## src/rtl/div32_seq.sv

```systemverilog
// -----------------------------------------------------------------------------
// div32_seq -- sequential 32-bit restoring divider (one quotient bit per clock)
//
// Purpose:
//   Divides a captured dividend by a captured divisor. Used for result scaling
//   and for checking factorial results by dividing them back down. Each step
//   uses a cla32 carry-lookahead adder as the trial subtractor (a + ~b + 1).
//   Results are loaded once per operation and then held stable until the
//   next accepted start.
//
// Optional feature:
//   DIV32_SIGNED_EN -- when defined, operands are two's complement. Magnitudes
//   are taken at capture time, the unsigned core runs unchanged, and the
//   signs are fixed up as the result is loaded (truncation toward zero).
//   When undefined, the divider is purely unsigned and has no sign logic.
//
// Ports:
//   clk          in   1   system clock, rising edge
//   reset        in   1   asynchronous, active-high reset
//   start        in   1   request pulse, sampled only while idle
//   dividend     in   32  numerator, captured on the accepted start edge
//   divisor      in   32  denominator, captured on the accepted start edge
//   busy         out  1   high while calculating and in the done state
//   done         out  1   one-cycle pulse; results valid from this cycle on
//   div_by_zero  out  1   set when the captured divisor was zero
//   quotient     out  32  result quotient
//   remainder    out  32  result remainder
// -----------------------------------------------------------------------------

// -----------------------------------------------------------------------------
// cla32 -- 32-bit carry-lookahead adder
//   Eight 4-bit lookahead groups; each group's carries are derived only from
//   the group's carry-in and its generate/propagate terms, and the group
//   carries chain through the group generate/propagate terms.
//
// Ports:
//   a, b   in   32  addends
//   ci     in   1   carry in
//   s      out  32  sum
//   co     out  1   carry out
// -----------------------------------------------------------------------------
module cla32 (
    input  logic [31:0] a,
    input  logic [31:0] b,
    input  logic        ci,
    output logic [31:0] s,
    output logic        co
);

    logic [31:0] gen_s;
    logic [31:0] prop_s;
    logic [32:0] carry_s;

    // Per-bit generate and propagate terms.
    assign gen_s  = a & b;
    assign prop_s = a ^ b;

    // Carry computation: 4-bit lookahead inside a group, group-level chaining.
    always_comb begin
        carry_s    = 33'd0;
        carry_s[0] = ci;
        for (int k = 0; k < 8; k++) begin
            carry_s[4*k+1] = gen_s[4*k]
                           | (prop_s[4*k] & carry_s[4*k]);
            carry_s[4*k+2] = gen_s[4*k+1]
                           | (prop_s[4*k+1] & gen_s[4*k])
                           | (prop_s[4*k+1] & prop_s[4*k] & carry_s[4*k]);
            carry_s[4*k+3] = gen_s[4*k+2]
                           | (prop_s[4*k+2] & gen_s[4*k+1])
                           | (prop_s[4*k+2] & prop_s[4*k+1] & gen_s[4*k])
                           | (prop_s[4*k+2] & prop_s[4*k+1] & prop_s[4*k]
                              & carry_s[4*k]);
            carry_s[4*k+4] = gen_s[4*k+3]
                           | (prop_s[4*k+3] & gen_s[4*k+2])
                           | (prop_s[4*k+3] & prop_s[4*k+2] & gen_s[4*k+1])
                           | (prop_s[4*k+3] & prop_s[4*k+2] & prop_s[4*k+1]
                              & gen_s[4*k])
                           | (prop_s[4*k+3] & prop_s[4*k+2] & prop_s[4*k+1]
                              & prop_s[4*k] & carry_s[4*k]);
        end
    end

    // Sum bits and final carry.
    assign s  = prop_s ^ carry_s[31:0];
    assign co = carry_s[32];

endmodule

// -----------------------------------------------------------------------------
// div32_seq -- top level
// -----------------------------------------------------------------------------
module div32_seq #(
    parameter int WIDTH = 32  // fixed: the cla32 trial subtractor is 32 bits
) (
    input  logic             clk,
    input  logic             reset,
    input  logic             start,
    input  logic [WIDTH-1:0] dividend,
    input  logic [WIDTH-1:0] divisor,
    output logic             busy,
    output logic             done,
    output logic             div_by_zero,
    output logic [WIDTH-1:0] quotient,
    output logic [WIDTH-1:0] remainder
);

    localparam logic [1:0] ST_IDLE = 2'd0;
    localparam logic [1:0] ST_CALC = 2'd1;
    localparam logic [1:0] ST_DONE = 2'd2;

    localparam logic [4:0] LAST_STEP = 5'd31;

    // Two's complement negation, shared by operand magnitude and result fix-up.
    function automatic logic [31:0] neg32(input logic [31:0] v);
        return (~v) + 32'd1;
    endfunction

    logic [1:0]  state_r;
    logic [4:0]  count_r;
    logic [31:0] q_r;          // dividend shifts out, quotient bits shift in
    logic [31:0] d_r;          // captured divisor (magnitude)
    logic [31:0] r_r;          // partial remainder
    logic        busy_r;
    logic        done_r;
    logic        dbz_r;
    logic [31:0] quotient_r;
    logic [31:0] remainder_r;

    logic [32:0] shift_s;      // {R, Q[31]}: 33 bits so a shifted-out MSB is kept
    logic [31:0] trial_s;
    logic        trial_co_s;
    logic        ok_s;
    logic [31:0] r_next_s;
    logic [31:0] q_next_s;
    logic [31:0] dividend_mag_s;
    logic [31:0] divisor_mag_s;
    logic [31:0] quot_load_s;
    logic [31:0] rem_load_s;

`ifdef DIV32_SIGNED_EN
    logic        neg_quot_r;   // operand signs differed
    logic        neg_rem_r;    // dividend was negative
`endif

    assign shift_s = {r_r, q_r[31]};

    // Trial subtraction S[31:0] - D; carry out of 1 means no borrow.
    cla32 u_sub (
        .a  (shift_s[31:0]),
        .b  (~d_r),
        .ci (1'b1),
        .s  (trial_s),
        .co (trial_co_s)
    );

    // If S[32] is set, S >= 2^32 > D, so the subtraction always fits and the
    // wrapped 32-bit difference is the exact remainder.
    assign ok_s     = trial_co_s | shift_s[32];
    assign q_next_s = {q_r[30:0], ok_s};

    // Restoring step: keep the difference only when the subtraction fits.
    always_comb begin
        r_next_s = shift_s[31:0];
        if (ok_s) begin
            r_next_s = trial_s;
        end else begin
            r_next_s = shift_s[31:0];
        end
    end

`ifdef DIV32_SIGNED_EN
    // Operand magnitudes at capture; 32'h80000000 maps to itself, which is
    // its correct unsigned magnitude.
    always_comb begin
        dividend_mag_s = dividend;
        divisor_mag_s  = divisor;
        if (dividend[31]) begin
            dividend_mag_s = neg32(dividend);
        end else begin
            dividend_mag_s = dividend;
        end
        if (divisor[31]) begin
            divisor_mag_s = neg32(divisor);
        end else begin
            divisor_mag_s = divisor;
        end
    end

    // Sign fix-up applied to the final step's results as they are loaded.
    always_comb begin
        quot_load_s = q_next_s;
        rem_load_s  = r_next_s;
        if (neg_quot_r) begin
            quot_load_s = neg32(q_next_s);
        end else begin
            quot_load_s = q_next_s;
        end
        if (neg_rem_r) begin
            rem_load_s = neg32(r_next_s);
        end else begin
            rem_load_s = r_next_s;
        end
    end
`else
    // Unsigned build: operands and results pass straight through.
    always_comb begin
        dividend_mag_s = dividend;
        divisor_mag_s  = divisor;
        quot_load_s    = q_next_s;
        rem_load_s     = r_next_s;
    end
`endif

    // Control FSM, datapath registers and registered outputs.
    always_ff @(posedge clk or posedge reset) begin
        if (reset) begin
            state_r     <= ST_IDLE;
            count_r     <= 5'd0;
            q_r         <= 32'd0;
            d_r         <= 32'd0;
            r_r         <= 32'd0;
            busy_r      <= 1'b0;
            done_r      <= 1'b0;
            dbz_r       <= 1'b0;
            quotient_r  <= 32'd0;
            remainder_r <= 32'd0;
`ifdef DIV32_SIGNED_EN
            neg_quot_r  <= 1'b0;
            neg_rem_r   <= 1'b0;
`endif
        end else begin
            case (state_r)
                ST_IDLE: begin
                    done_r <= 1'b0;
                    if (start) begin
                        q_r     <= dividend_mag_s;
                        d_r     <= divisor_mag_s;
                        r_r     <= 32'd0;
                        count_r <= 5'd0;
                        busy_r  <= 1'b1;
`ifdef DIV32_SIGNED_EN
                        neg_quot_r <= dividend[31] ^ divisor[31];
                        neg_rem_r  <= dividend[31];
`endif
                        if (divisor == 32'd0) begin
                            // Nothing to iterate: results are known now.
                            state_r     <= ST_DONE;
                            quotient_r  <= 32'hFFFF_FFFF;
                            remainder_r <= dividend;
                            dbz_r       <= 1'b1;
                        end else begin
                            state_r <= ST_CALC;
                            dbz_r   <= 1'b0;
                        end
                    end
                end
                ST_CALC: begin
                    done_r  <= 1'b0;
                    r_r     <= r_next_s;
                    q_r     <= q_next_s;
                    count_r <= count_r + 5'd1;
                    if (count_r == LAST_STEP) begin
                        state_r     <= ST_DONE;
                        quotient_r  <= quot_load_s;
                        remainder_r <= rem_load_s;
                    end
                end
                ST_DONE: begin
                    state_r <= ST_IDLE;
                    busy_r  <= 1'b0;
                    done_r  <= 1'b1;
                end
                default: begin
                    state_r <= ST_IDLE;
                    busy_r  <= 1'b0;
                    done_r  <= 1'b0;
                end
            endcase
        end
    end

    assign busy        = busy_r;
    assign done        = done_r;
    assign div_by_zero = dbz_r;
    assign quotient    = quotient_r;
    assign remainder   = remainder_r;

endmodule

```

## config.mk

```make
export PLATFORM = sky130hd
export DESIGN_NAME = div32_seq
export DESIGN_NICKNAME = d
export VERILOG_FILES = /design/src/rtl/div32_seq.sv
export SDC_FILE = /design/constraint.sdc
export NUM_CORES = 1
export LEC_CHECK = 0
export BUFFER_PORTS_ARGS = -buffer_cell sky130_fd_sc_hd__buf_2
export CORE_ASPECT_RATIO = 0.5
export CORE_UTILIZATION = 45
export DETAILED_ROUTE_END_ITERATION = 10
export PLACE_DENSITY = 0.68
export SYNTH_ARGS = -nofsm -noshare
export SYNTH_HDL_FRONTEND = slang
export SYNTH_HIERARCHICAL = 1
export SYNTH_SLANG_ARGS = --single-unit
export TNS_END_PERCENT = 1
```

## constraint.sdc

```tcl
create_clock -name clk -period 4.85 [get_ports clk]
set_input_delay 0.2425 -clock clk [delete_from_list [all_inputs] [get_ports clk]]
set_output_delay 0.2425 -clock clk [all_outputs]
set_load 0.05 [all_outputs]
```

======== Word level (Yosys, flattened, before mapping) ========
Cells that the tools add are included.
operators by class
  $add $sub $neg .......................... 1
  bitwise gates (word level) .............. 210
  reductions and logical operators ........ 8
  mux-type cells .......................... 23
  eq/ne operators ......................... 6
operators with widths
  operator               count
  $mux W32               9
  $pmux W32 S2           4
  $and A1 B1 Y1          124
  $or A1 B1 Y1           81
  $xor A32 B32 Y32       2
  $and A32 B32 Y32       1
  $logic_not A32 Y1      1
  $not A32 Y32           1
  $pmux W5 S2            1
  $reduce_and A2 Y1      4
  $mux W2                3
  $ne A2 B2 Y1 const B   3
  $add A5 B1 Y5 const B  1
  $eq A5 B5 Y1 const B   1
  $mux W5                1
  $pmux W2 S2            1
  $reduce_and A4 Y1      1
  $mux W1                3
  $eq A2 B1 Y1 const B   1
  $eq A2 B2 Y1 const B   1
  $logic_not A2 Y1       1
  $pmux W1 S2            1
  $reduce_bool A2 Y1     1
  $not A1 Y1             1
storage, ports and cells
  output and inout port bits .............. 67
  bits of input ports ..................... 67
  register bits after elaboration ......... 170

======== Longest topological paths before layout ========
Gate-level depths: netlist of the first run.
  depth in word-level cells ............... 25
  gate-level depth with buffers ........... 15
  depth with buffers taken out ............ 15

======== Modules after synthesis ========
Netlist of the first run, hierarchy kept.
by module, submodules not included
  module     instances  cells an instance  seq. area each (um2)  area each (um2)
  div32_seq  1          907                4,254.1               8,232.9
  cla32      1          160                0.0                   1,385.1

======== Worst setup path after synthesis of the first run ========
OpenSTA, ideal clock, no wires.
  kind .................................... register -> register
  start point ............................. reg r_r[16]
  end point ............................... reg remainder_r[29], in the netlist remainder[29]
  setup time .............................. 0.087 ns
  cell stages (with the launch flop) ...... 14
  path slack .............................. 1.814 ns
  data arrival time ....................... 2.949 ns
  cells stage by stage .................... dfrtp_1 -> ha_1 -> a21oi_2 -> o21ai_1 -> a2111o_1 -> a211oi_4 -> o21ai_2 -> a21oi_2 -> o21bai_1 -> clkbuf_1 -> or3b_2 -> a21oi_1 -> o21ai_0 -> o211ai_1
on the way
  cells in the longest elaborated chain, start to end .. 15
RTL lines
  item                                                         RTL line    RTL
  start: declaration                                           122         logic [31:0] r_r;
  start signal: assignment                                     259         r_r <= r_next_s;
  $and A32 B32 Y32 / $xor A32 B32 Y32 (equally long branches)  55, 56
  $and A1 B1 Y1, on equally long branches                      75, 76, 78
  $or A1 B1 Y1, or another cell as far along                   75          | (prop_s[4*k+3] & prop_s[4*k+2] & gen_s[4*k+1])
  $or A1 B1 Y1 / $and A1 B1 Y1 (equally long branches)         76, 79
  $or A1 B1 Y1 (*)                                             78          | (prop_s[4*k+3] & prop_s[4*k+2] & prop_s[4*k+1]
  $and A1 B1 Y1 (*)                                            79          & prop_s[4*k] & carry_s[4*k]);
  $or A1 B1 Y1 (*)                                             78
  $and A1 B1 Y1 (*)                                            79
  $or A1 B1 Y1 (*)                                             78
  $and A1 B1 Y1 (*)                                            79
  $or A1 B1 Y1 (*)                                             78
  named net trial_co_s                                         131         logic trial_co_s;
  $or A1 B1 Y1 (*)                                             158         assign ok_s = trial_co_s | shift_s[32];
  $mux W32 (*)                                                 164         if (ok_s) begin
  $mux W32 (*)                                                 262         if (count_r == LAST_STEP) begin
  $pmux W32 S2 (*)                                             232         case (state_r)
  end signal: assignment                                       249         remainder_r <= dividend;
  end signal: assignment                                       265         remainder_r <= rem_load_s;
  end: declaration                                             127         logic [31:0] remainder_r;
Mark *: on every way through the listed nets, which the timed path passes. The rest lies on a longest branch. The select of a mux whose other input is x is not followed.
A chain may end at the register's enable or synchronous reset.

======== Worst setup path after layout of the first run ========
  start point ............................. reg r_r[18]
  end point ............................... reg remainder_r[15], in the netlist remainder[15]
on the way
  cells in the longest elaborated chain, start to end .. 16
RTL lines
  item                                                  RTL line  RTL
  $xor A32 B32 Y32                                      56        assign prop_s = a ^ b;
  $and A1 B1 Y1, on equally long branches               n/a
  $or A1 B1 Y1, or another cell as far along            74        | (prop_s[4*k+3] & gen_s[4*k+2])
  $or A1 B1 Y1, or another cell as far along            75
  $or A1 B1 Y1 / $and A1 B1 Y1 (equally long branches)  76, 79
  $or A1 B1 Y1 (*)                                      78
  $and A1 B1 Y1 (*)                                     79
  $or A1 B1 Y1 (*)                                      78
  $and A1 B1 Y1 (*)                                     79
  $or A1 B1 Y1 (*)                                      78
  $and A1 B1 Y1 (*)                                     79
  $or A1 B1 Y1 (*)                                      78
  named net trial_co_s                                  131
  $or A1 B1 Y1 (*)                                      158
  $mux W32 (*)                                          164
  $mux W32 (*)                                          262
  $pmux W32 S2 (*)                                      232
Marked as above.

==> flow_summary.toml, run 1 <==
[placement]
finalWeightedCongestion = 0.887
place_inst = 1412
post-dp-hpwl_um = 18800
place.port_buffers = 133

[worst_setup_path]
endpoint = "remainder[15]"
timing.reg2reg.setup_slack_ns = 0.88
worst_setup_path_start_kind = "flop"
crit_path_max_fanout = 24
crit_path_frequent_cell = "a21oi_1"
cp.depth = 13
critical_path_required_ns = 5.21
arrival_ns = 4.33
crit-reg2reg-launch = "r_r[18]"
critical_path.reg2reg.endpoint = "remainder[15]"
cp-end-kind = "flop"
timing.critical_path.buf_inv = 1
crit_slowest_cell = "or3b_2"
critPathKind = "flop to flop"
cp_cell_sequence = "ha_1 -> a21oi_1 -> o21ai_1 -> a2111o_1 -> a211oi_4 -> o21ai_2 -> a21oi_2 -> o21bai_2 -> buf_4 -> or3b_2 -> a21oi_1 -> o21ai_0 -> o211ai_1"
critical_path.startpoint = "r_r[18]"
reg2reg_depth = 13
timing.critical_path.max_delay_family = "compound AO/OA/AOI/OAI gates"
cpPeakStageDelay_ns = 0.45

[drt]
vias = 8386
dr.pass1.iters = 8
antenna_violating_nets_post_route = 0
routed_wirelength_um = 27600
detail_route.drc_violations = 0
1st_iter_drt_viols = 935
wire_per_inst_um = 19.1
via_per_inst = 5.80

[timing]
hold_viol_final = 0
timing.final.max_slew_violations = 0
timing.final.crit_period_ns = 3.97
setup_viol = 0
max-slew-margin-rel = 0.328
setup_repair_after_global_routing_missed_its_margin = "false"
tightest_slew_ns = 1.01
clock_skew_ns = 0.0122
max_freq_ghz = 0.252
setup_tns_ns = 0
final.period_utilization = 0.818

[grt]
via_count_of_the_first_global_routing_pass = 7872
groute.usage.overall = 0.259
grt_first_pass_wirelength_um = 44300
antenna_found_initial = 2
overflow_left_after_global_routing = 0
grt_start_max_net_pins = 85

[cts]
post_cts_buffers = 0
clkTransAtPathRegs_ns = 0.07
clk_root_buffer_cell = "clkbuf_16"
clkSinkCount = 170
post_cts.resized_instances = 0
clkLatencyLatePin_ns = 0.44
htreeDepth = 4
clock_path_buffers = 2
hold_buffers = 1
tritoncts = "yes"
number_of_buffers_inserted_during_clock_tree_synthesis = 17

[floorplanning]
die_y_um = 105
die-area_um2 = 22000
core_area_um2 = 20700
initial_core_utilization = 0.464
number_of_placed_i_o_pins = 134
die_w_um = 209
floorplan.rows = 37

[synthesis]
syn_avg_cell_area_um2 = 9.01
synth_seq_cells = 170
yosys_warnings = 6
post_synth_num_cell_types = 63
post_synth_main_area_contributors = "dfrtp_1, o21ai_0, ha_1, a21oi_1, o22ai_1"
synthMostInstantiatedCell = "dfrtp_1"
synth_top_flop_cell = "dfrtp_1"
synthesis.instances = 1067
cell_area_after_synthesis_um2 = 9620
yosysSeqAreaShare = 0.442
synth.top_cell.area_share = 0.442
synth_largest_area_cell = "dfrtp_1"
ys_async_rst_share = 1.00
yosys-top-cells-count = "dfrtp_1, o21ai_0, nand2_1"
synth_edf_count = 0

[final_layout]
final.fill_count = 1886
antenna_diode_instance_count = 0
sequential_cell_area_um2 = 4250
area_growth_syn_to_layout_pct = 14.6
finalNonFillerCells = 1445
finish.utilization = 0.531
multi_input_combinational_cell_area_um2 = 4750
proportion_of_layout_cells_with_a_drive_suffix_above_1 = 0.227
finalNetCount = 1268

[outcome]
result_of_the_run = "finished clean"

[flow_run]
max_cap_violations = 0

[hold_path]
hp-class = "input port to flop"
cells by family after synthesis:
| logic type | count (synthesis) | synth area share |
|---|---|---|
| xor+xnor | 23 | 0.0209 |
| simple gates | 291 | 0.158 |
| fa+ha+maj | 42 | 0.0609 |
| flops | 170 | 0.442 |
| buf+inv | 152 | 0.0675 |
| other cells | 1 | 0.000390 |
| compound gates | 388 | 0.250 |
worst min-delay path by stage:
stage | startpoint | end | slack [ns] | cells after the start
after floorplan | divisor[0] | d_r[0] | 0.36 | 2
after global placement | reset | q_r[4] | 0.35 | 2
after detailed placement | reset | quotient[7] | 0.36 | 2
after CTS | divisor[20] | d_r[20] | 0.02 | 3
after global routing | divisor[5] | d_r[5] | 0.04 | 3
final | divisor[21] | d_r[21] | 0.02 | 3
per-layer routing:
layer | share of wire | track usage | up-vias
met3 | 0.082 | 0.0682 | 19
li1 | - | - | 3927
met4 | 0.0064 | 0.0467 | 2
met1 | 0.50 | 0.409 | 4130
met2 | 0.41 | 0.349 | 308
met5 | 0.00047 | 0 | -
layout by cell type (no fill, tap or decap), types with 3 or more instances in the layout:
| master | netlist | layout |
|---|---|---|
| conb_1 | 1 | 3 |
| nor2b_1 | 36 | 36 |
| xor2_1 | 12 | 12 |
| nand2_1 | 85 | 85 |
| o211ai_1 | 27 | 27 |
| ha_1 | 34 | 34 |
| buf_2 | 20 | 133 |
| xnor2_1 | 11 | 11 |
| a21oi_1 | 82 | 81 |
| o21ai_0 | 131 | 131 |
| dfrtp_1 | 170 | 170 |
| fa_1 | 8 | 8 |
| clkbuf_16 | 0 | 17 |
| nor4_1 | 8 | 8 |
| o21ai_1 | 10 | 10 |
| o22ai_1 | 63 | 63 |
| inv_1 | 74 | 73 |
| nor2_1 | 73 | 73 |
| and2_1 | 31 | 31 |
| inv_6 | 0 | 8 |
| nand4_1 | 5 | 5 |
| a21o_1 | 9 | 9 |
| nand3_1 | 5 | 5 |
| a31o_2 | 31 | 31 |
| a21oi_2 | 3 | 3 |
| o211ai_2 | 6 | 6 |
| or3b_2 | 24 | 25 |
| or3b_1 | 9 | 8 |
| buf_4 | 0 | 14 |
| a31oi_1 | 3 | 3 |
layout make-up:
type / instances / area share
inverter: 75 / 0.0260
timing repair buffer: 148 / 0.0708
tap: 273 / 0.0310
clock inverter: 15 / 0.0165
multi-input combinational: 747 / 0.431
sequential: 170 / 0.386
clock buffer: 17 / 0.0386
flip-flops by register name, summed over array words and instances (netlist names):
| register | flops |
|---|---|
| d_r | 32 |
| q_r | 32 |
| quotient | 32 |
| r_r | 32 |
| remainder | 32 |
| count_r | 5 |
| state_r | 2 |
| busy | 1 |
| div_by_zero | 1 |
| done | 1 |
metrics by stage:
stage                     hold slack [ns]  setup slack [ns]  cell area (µm²)
after floorplan                     0.359           0.00406             9630
after global placement              0.352              1.13            10400
after detailed placement            0.356              1.03            10400
after CTS                          0.0158             0.996            11000
after global routing               0.0376             0.676            11000
final                              0.0223             0.880            11000
worst register-to-register path, delay by kind of cell, from the launching register on:
kind                       cells  cell delay [ns]
DFF                            1             0.40
adders and majority gates      1             0.36
buffers and inverters          1             0.25
and+or+nand+nor                1             0.46
AOI/OAI and AO/OA             10             2.42
Power of run 1 is not shown: default switching activity piles up to over one toggle a cycle in this logic, so the estimate is an artifact.
==> run 2: changes to the inputs <==
--- a/config.mk
+++ b/config.mk
@@ -5,11 +5,12 @@
 export SDC_FILE = /design/constraint.sdc
 export NUM_CORES = 1
 export LEC_CHECK = 0
+export ABC_AREA = 1
 export BUFFER_PORTS_ARGS = -buffer_cell sky130_fd_sc_hd__buf_2
 export CORE_ASPECT_RATIO = 0.5
 export CORE_UTILIZATION = 45
 export DETAILED_ROUTE_END_ITERATION = 10
-export PLACE_DENSITY = 0.68
+export PLACE_DENSITY = 0.65
 export SYNTH_ARGS = -nofsm -noshare
 export SYNTH_HDL_FRONTEND = slang
 export SYNTH_HIERARCHICAL = 1
==> constraint.sdc (replaced) <==
create_clock -name clk -period 3.9 [get_ports clk]
set_input_delay 0.195 -clock clk [delete_from_list [all_inputs] [get_ports clk]]
set_output_delay 0.195 -clock clk [all_outputs]
set_load 0.05 [all_outputs]
==> run 2 against run 1 <==
Global-route usage is 2.6 points lower. Non-clock buffer count is 21 higher. Largest cell class is now sequential cells. Critical endpoint is now remainder[31]. Utilization is 2.2 points higher. Sequential share of layout area is 0.64 points higher. Register-to-register slack worse by 0.20 ns.
==> flow_summary.toml, run 2 <==
[drt]
dr.pass1.iters = 5
via_per_inst = 5.16
wire_per_inst_um = 15.1
antenna_violating_nets_post_route = 0
routed_wirelength_um = 22700
1st_iter_drt_viols = 400
vias = 7759
detail_route.drc_violations = 0

[timing]
setup_tns_ns = 0
setup_repair_after_global_routing_missed_its_margin = "false"
max-slew-margin-rel = 0.467
hold_viol_final = 0
final.period_utilization = 0.825
timing.final.max_slew_violations = 0
timing.final.crit_period_ns = 3.22
post-route-worst-setup-slack_ns = 0.683
tightest_slew_ns = 0.799
max_freq_ghz = 0.311
setup_viol = 0
clock_skew_ns = 0.00747

[cts]
hold_buffers = 25
htreeDepth = 4
clk_root_buffer_cell = "clkbuf_16"
clkTransAtPathRegs_ns = 0.06
clkSinkCount = 170
clock_path_buffers = 2
post_cts_buffers = 0
post_cts.resized_instances = 0
tritoncts = "yes"
number_of_buffers_inserted_during_clock_tree_synthesis = 17
clkLatencyLatePin_ns = 0.43

[worst_setup_path]
timing.critical_path.buf_inv = 2
timing.critical_path.max_delay_family = "simple AND/OR/NAND/NOR gates"
cpPeakStageDelay_ns = 0.41
reg2reg_depth = 28
cp.depth = 28
worst_setup_path_start_kind = "flop"
crit_path_frequent_cell = "nand2_4"
arrival_ns = 3.53
critPathKind = "flop to flop"
crit_slowest_cell = "dfrtp_1"
cp-end-kind = "flop"
crit_path_max_fanout = 64
crit-reg2reg-launch = "r_r[5]"
critical_path.reg2reg.endpoint = "remainder[31]"
timing.reg2reg.setup_slack_ns = 0.68
critical_path_required_ns = 4.22
endpoint = "remainder[31]"
critical_path.startpoint = "r_r[5]"

[placement]
post-dp-hpwl_um = 15400
place.port_buffers = 133
dp_worst_setup_slack_ns = 0.697
place_inst = 1447
finalWeightedCongestion = 0.845

[flow_run]
max_cap_violations = 0

[synthesis]
syn_avg_cell_area_um2 = 8.31
synthesis.instances = 1089
synthMostInstantiatedCell = "nand2_1"
post_synth_main_area_contributors = "dfrtp_1, nand2_1, inv_1, ha_1, nand3_1"
yosys_warnings = 6
synth_top_flop_cell = "dfrtp_1"
post_synth_num_cell_types = 35
synth_largest_area_cell = "dfrtp_1"
synth_seq_cells = 170
yosys-top-cells-count = "nand2_1, inv_1, dfrtp_1"
ys_async_rst_share = 1.00
synth_edf_count = 0
cell_area_after_synthesis_um2 = 9050
yosysSeqAreaShare = 0.470
synth.top_cell.area_share = 0.470

[floorplanning]
floorplan.rows = 36
initial_core_utilization = 0.462
die-area_um2 = 20700
die_y_um = 102
die_w_um = 203
number_of_placed_i_o_pins = 134
core_area_um2 = 19600

[final_layout]
layout.cells.most_common = "nand2_1"
finalNetCount = 1334
area_growth_syn_to_layout_pct = 19.8
final_cell_mix = "nand2_1, inv_1, dfrtp_1, buf_2, nand3_1"
proportion_of_layout_cells_with_a_drive_suffix_above_1 = 0.167
final.fill_count = 1872
antenna_diode_instance_count = 0
finalNonFillerCells = 1504

[grt]
grt_start_max_net_pins = 142
via_count_of_the_first_global_routing_pass = 7652
grt_first_pass_wirelength_um = 37800
overflow_left_after_global_routing = 0
groute.usage.overall = 0.233
antenna_found_initial = 0

[hold_path]
min-delay-start = "divisor[27]"
hp-class = "input port to flop"

[outcome]
result_of_the_run = "finished clean"
[run 2: cell count changes after synthesis, moves of 31 or more]
cell / previous run / this run
nand2_1: 85 / 279
nor2b_1: 36 / 0
nand3_1: 5 / 78
o22ai_1: 63 / 1
a31o_2: 31 / 0
inv_1: 74 / 183
o21ai_0: 131 / 39
a21oi_1: 82 / 21
[run 2: worst min-delay path by stage]
stage,slack (ns),cells past startpoint,end
2_1_floorplan,0.32,2,d_r[0]
3_3_place_gp,0.32,2,quotient[24]
3_5_place_dp,0.33,2,quotient[24]
4_1_cts,0.006,3,d_r[27]
5_1_grt,0.02,3,d_r[24]
6_report,0.01,3,d_r[27]
[run 2: area by class of cell]
type                       instances  area, µm²  area share
clock buffer                      21        470      0.0434
multi-input combinational        680       3860       0.356
tap                              266        333      0.0307
clock inverter                    11        191      0.0177
sequential                       170       4250       0.392
timing repair buffer             169       1020      0.0944
inverter                         187        706      0.0651
[run 2: cells by family (layout without fill, tap and decap cells)]
kind of cell	count (synthesis)	count (layout)	share of synthesized area
flops	170	170	0.470
compound gates	161	161	0.125
xor+xnor	22	22	0.0213
buf+inv	240	388	0.106
fa+ha+maj	42	42	0.0647
simple gates	453	453	0.212
other cells	1	2	0.000414
[run 2: per-layer routing]
layer | up-vias | routed length, µm | track usage
met4 | 0 | 471 | 0.0839
met1 | 3750 | 10700 | 0.310
met2 | 189 | 10600 | 0.386
met5 | - | 0 | 0
met3 | 31 | 947 | 0.0415
li1 | 3789 | - | -
[run 2: worst register-to-register path, delay by kind of cell, from the launching register on]
| family | cells | cell delay [ns] |
|---|---|---|
| buffers and inverters | 2 | 0.33 |
| and+or+nand+nor | 24 | 1.85 |
| DFF | 1 | 0.41 |
| adders and majority gates | 1 | 0.36 |
| AOI/OAI and AO/OA | 1 | 0.16 |
[run 2: per-stage QoR]
| step | hold WS (ns) | area [µm²] | utilization |
|---|---|---|---|
| finish | 0.0134 | 10800 | 0.553 |
| global route | 0.0219 | 10800 | 0.553 |
| CTS | 0.00552 | 10800 | 0.553 |
| detailed placement | 0.328 | 9930 | 0.507 |
| global placement | 0.324 | 9930 | 0.507 |
| floorplan | 0.316 | 9060 | - |
Power of run 2 is left out for the same reason.
